==> src/rtl/regfile.sv <==
// Architectural register file with per-register rename tags. Lookups are
// combinational, with commit bypass and ROB forwarding on busy registers.
module regfile #(
    parameter int ROB_WIDTH = 3
) (
    input  logic                 clk_in,
    input  logic                 rst_in,
    input  logic                 rdy_in,
    input  logic                 clear,
    input  logic                 dec_ready,
    input  logic [4:0]           issue_rd,
    input  logic [ROB_WIDTH-1:0] issue_rob_id,
    input  logic [4:0]           rs1,
    input  logic [4:0]           rs2,
    output logic [31:0]          val1,
    output logic [31:0]          val2,
    output logic                 has_dep1,
    output logic                 has_dep2,
    output logic [ROB_WIDTH-1:0] dep1,
    output logic [ROB_WIDTH-1:0] dep2,
    output logic [ROB_WIDTH-1:0] search_rob_id_1,
    output logic [ROB_WIDTH-1:0] search_rob_id_2,
    input  logic                 search_ready_1,
    input  logic                 search_ready_2,
    input  logic [31:0]          search_val_1,
    input  logic [31:0]          search_val_2,
    input  logic                 commit_valid,
    input  logic [ROB_WIDTH-1:0] commit_rob_id,
    input  logic [4:0]           commit_reg_id,
    input  logic [31:0]          commit_val
);

    typedef struct packed {
        logic [31:0]          val;
        logic                 has_dep;
        logic [ROB_WIDTH-1:0] dep;
        logic [ROB_WIDTH-1:0] sid;
    } lookup_t;

    logic [31:0]          value [32];
    logic [ROB_WIDTH-1:0] tag   [32];
    logic [31:0]          busy;

    // Issue is applied after commit so that a same-register issue overrides
    // the commit's busy release; clear then drops every pending tag.
    always_ff @(posedge clk_in) begin
        if (!rst_in) begin
            for (int i = 0; i < 32; i++) begin
                value[i] <= 32'h0;
                tag[i]   <= '0;
            end
            busy <= 32'h0;
        end else if (rdy_in) begin
            if (commit_valid && commit_reg_id != 5'd0) begin
                value[commit_reg_id] <= commit_val;
                if (busy[commit_reg_id] && tag[commit_reg_id] == commit_rob_id)
                    busy[commit_reg_id] <= 1'b0;
            end
            if (clear) begin
                busy <= 32'h0;
            end else if (dec_ready && issue_rd != 5'd0) begin
                busy[issue_rd] <= 1'b1;
                tag[issue_rd]  <= issue_rob_id;
            end
        end
    end

    function automatic lookup_t lookup(
        input logic [4:0]           rs,
        input logic [31:0]          r_val,
        input logic                 r_busy,
        input logic [ROB_WIDTH-1:0] r_tag,
        input logic                 s_ready,
        input logic [31:0]          s_val,
        input logic                 c_valid,
        input logic [ROB_WIDTH-1:0] c_rob,
        input logic [4:0]           c_reg,
        input logic [31:0]          c_val
    );
        lookup_t res;
        res = '0;
        if (rs == 5'd0) begin
            res = '0;
        end else if (!r_busy) begin
            res.val = r_val;
        end else begin
            res.sid = r_tag;
            if (c_valid && c_reg == rs && c_rob == r_tag)
                res.val = c_val;
            else if (s_ready)
                res.val = s_val;
            else begin
                res.has_dep = 1'b1;
                res.dep     = r_tag;
            end
        end
        return res;
    endfunction

    lookup_t look1;
    lookup_t look2;

    always_comb begin
        look1 = lookup(rs1, value[rs1], busy[rs1], tag[rs1], search_ready_1, search_val_1,
                       commit_valid, commit_rob_id, commit_reg_id, commit_val);
        look2 = lookup(rs2, value[rs2], busy[rs2], tag[rs2], search_ready_2, search_val_2,
                       commit_valid, commit_rob_id, commit_reg_id, commit_val);
    end

    assign val1            = look1.val;
    assign has_dep1        = look1.has_dep;
    assign dep1            = look1.dep;
    assign search_rob_id_1 = look1.sid;
    assign val2            = look2.val;
    assign has_dep2        = look2.has_dep;
    assign dep2            = look2.dep;
    assign search_rob_id_2 = look2.sid;

endmodule
==> config.mk <==
export PLATFORM = sky130hd
export DESIGN_NAME = regfile
export DESIGN_NICKNAME = d
export VERILOG_FILES = /design/src/rtl/regfile.sv
export SDC_FILE = /design/constraint.sdc
export NUM_CORES = 2
export LEC_CHECK = 0
export BUFFER_PORTS_ARGS = -buffer_cell sky130_fd_sc_hd__buf_2
export CAP_MARGIN = 20
export CELL_PAD_IN_SITES_DETAIL_PLACEMENT = 1
export CELL_PAD_IN_SITES_GLOBAL_PLACEMENT = 1
export CORE_MARGIN = 1.5
export CORE_UTILIZATION = 45
export DETAILED_ROUTE_END_ITERATION = 6
export PLACE_DENSITY_LB_ADDON = 0.1
export REMOVE_ABC_BUFFERS = 1
export SYNTH_ARGS = -nofsm -noshare
export SYNTH_HDL_FRONTEND = slang
export SYNTH_SLANG_ARGS = --single-unit
export TNS_END_PERCENT = 30
==> constraint.sdc <==
create_clock -name clk_in -period 5.6 [get_ports clk_in]
set_input_delay 0.28 -clock clk_in [delete_from_list [all_inputs] [get_ports clk_in]]
set_output_delay 0.28 -clock clk_in [all_outputs]
set_load 0.03 [all_outputs]
==> run metrics <==
Post-Syn Area=~64000 sq um; max-slew violation count=0; min cycle time layout=between 4 and 5 ns; Slew headroom=18.8%; Tightest Pin Transition=1.22 ns; Post-Synthesis Cells=4233; FF-to-FF setup slack=around 3.1 ns; clk root buf=clkbuf_16; Clock Tree Buf Depth=3; Worst-Skew Late Latency=~0.8 ns; CORE AREA=~140000 sq um; die area=~140000 sq um; layout cells sized above 1=approximately 30%; FF+latch area=between 30000 and 40000 sq um; Syn Area/Cell=between 15 and 20 sq um; sequential fraction of the synthesis area=53.6%; unrepaired setup endpoints after global routing=false; largest net degree at the start of global routing=120; GRT Util Overall=33.4%; I/O Pins=between 200 and 250; clk_skew=just over 0.01 ns; cell area after layout=72100 sq um; Arr. time, crit path=roughly 4.5 ns; # rows=138; Seq cells post-synth=about 1200; post-DP HPWL=approximately 140000 microns; final hold violation count=0; postcts setup bufs=0; maxcap violations=0; Initial Utilization=45.3%; number of synthesized flops with an enable pin=~1100; Async SR Flop Fraction=0%; Max Freq=~210 MHz; VDD IR max=around 0.27 mV; CP Launch Type=flop; gpl congestion=approximately 0.85; clk slew on worst S/H paths=around 0.060 ns; global-route wire length before repair=between 300000 and 400000 microns; grt total ovfl=0; via count=roughly 42000; Die X=380 microns; Clock Sinks=1152; vias in the first global route=around 43000; Reg2Reg Depth=9; fillers=between 10000 and 15000; Worst Setup End Kind=output port; Top FF cell, synth=edfxtp_1; Setup TNS=0 ns; crit-path max FO=56; final period utilization=between 80% and 90%; multi-input logic area=approximately 28000 sq um; PnR Total Power=between 20 and 25 mW; Routed WL=between 200000 and 250000 microns; crit path capture=val1[15]; worst endpoint required time=approximately 5.3 ns; pre-CTS WS=approximately 1.2 ns; placed cell area=about 68000 sq um; drc violations=0; htree depth=4; Ys Warns=0; fin cells=about 6300; CTS Buf Count=about 140; IO Port Bufs=between 200 and 250; DR iter-0 viols=between 6000 and 7000; DR pass1 iterations=6; Wirelength per Cell=about 38 microns; Worst R2R End=busy[11]; post-placement cell count=between 6000 and 7000; Hold Slack=between 0.1 and 0.15 ns; die height=between 300 and 400 microns; status=finished clean; Worst Slack Setup Final=roughly 0.8 ns; CP startpoint=tag[18][1]; R2R Path Start=tag[0][2]; Hold Crit Class=in2reg; initial antenna violation count=between 40 and 50; Via density=6.73; Final Util=51.0%; leak pwr=roughly 24 nW; DRT antenna net count=0; area grow syn2layout=12.7%; Crit Path Class=reg2out; CTS tree=done; synth unique cells=57; Nets=about 4400; PD cells=between 300 and 400 nW/um^2; endpoints failing setup=0
## routing by layer
layer  part of all wire [%]  GRT usage, %  up-vias
li1                       -             -    16540
met1                     40          47.2    22845
met2                     47          52.8     2510
met3                     10          6.06      445
met4                    3.2          10.7       16
met5                  0.044             0        -
## Yosys cell counts, types with 5 or more instances
cell | count | area share (%)
edfxtp_1 | 1120 | 53
and2_1 | 1088 | 11
mux4_2 | 703 | 25
clkbuf_1 | 348 | 2.0
nor2_1 | 184 | 1.1
o21ai_0 | 94 | 0.74
nand2_1 | 86 | 0.50
nand3b_1 | 67 | 0.79
buf_2 | 64 | 0.50
mux2i_1 | 64 | 1.0
a31oi_1 | 63 | 0.62
buf_1 | 36 | 0.21
o22ai_1 | 34 | 0.33
a21oi_1 | 32 | 0.25
dfxtp_1 | 32 | 1.0
a311oi_1 | 31 | 0.42
a22oi_1 | 29 | 0.34
nand3_1 | 21 | 0.16
nor2b_1 | 14 | 0.14
and3_1 | 12 | 0.12
mux4_1 | 11 | 0.45
xor2_1 | 11 | 0.15
nand2b_1 | 10 | 0.098
nand4_1 | 9 | 0.088
xnor2_1 | 8 | 0.11
nor4_1 | 6 | 0.059
buf_12 | 5 | 0.16
inv_1 | 5 | 0.029
## how the worst min path moves through the flow
stage / from / to / slack (ns) / depth (start not counted)
after CTS: rst_in / tag[9][1] / 0.08 / 2
after detailed placement: busy[0] / busy[0] / 0.51 / 1
after floorplan: busy[0] / busy[0] / 0.46 / 1
after global placement: busy[0] / busy[0] / 0.51 / 1
final: rst_in / tag[11][1] / 0.15 / 2
after global routing: rst_in / tag[9][1] / 0.14 / 2
## sequential cells by signal, indices dropped and copies added (netlist names)
register  count
value      1024
tag          96
busy         32
## logic make-up after synthesis
group,after synthesis,share of synthesized area [%]
AOI/OAI and AO/OA,298,2.91
xor gates and xnor gates,19,0.260
buffers and inverters,469,3.09
DFF,1152,53.6
muxes,778,26.2
other,1,0.00586
and+or+nand+nor,1516,13.9
## cells in the final DEF, fill, tap and decap left out, drive strengths merged, types with 34 or more instances in the layout
cell type / netlist / final
clkinv: 1 / 51
nand2: 86 / 86
o22ai: 34 / 34
mux4: 714 / 714
buf: 113 / 346
edfxtp: 1120 / 1120
and2: 1088 / 1088
conb: 1 / 35
o21ai: 95 / 95
nor2: 184 / 184
nand3b: 67 / 67
clkbuf: 350 / 170
a31oi: 63 / 63
mux2i: 64 / 64
## report_power, final
group | internal, mW | switching, mW
sequential | 9.90 | 0.249
clock | 5.21 | 3.75
combinational | 1.20 | 1.73
## layout make-up
type | count | area share, %
diodes | 9 | 0.0312
clock buffers | 170 | 5.10
clock inverters | 73 | 0.979
inverters | 6 | 0.0312
multi-input cells | 2646 | 39.5
flip-flops and latches | 1152 | 47.5
well taps | 1890 | 3.28
repair buffers | 351 | 3.55
## critical path, stage by stage, from the launching register on
cell and delay [ns]:
edfxtp_1 0.50, mux4_1 0.53, nor2_1 0.11, nor4b_1 0.08, nor4_2 0.48, xnor2_1 0.19, nor4_4 0.61, buf_12 0.37
nand2_1 0.11, a311oi_1 0.40, buf_2 0.28
## what timing repair did
action                    in CTS  in global routing
hold buffers                   5                  0
hold endpoints to repair      10                  0
gates resized for setup        0                  0
Power figures use the tool's default switching activity.
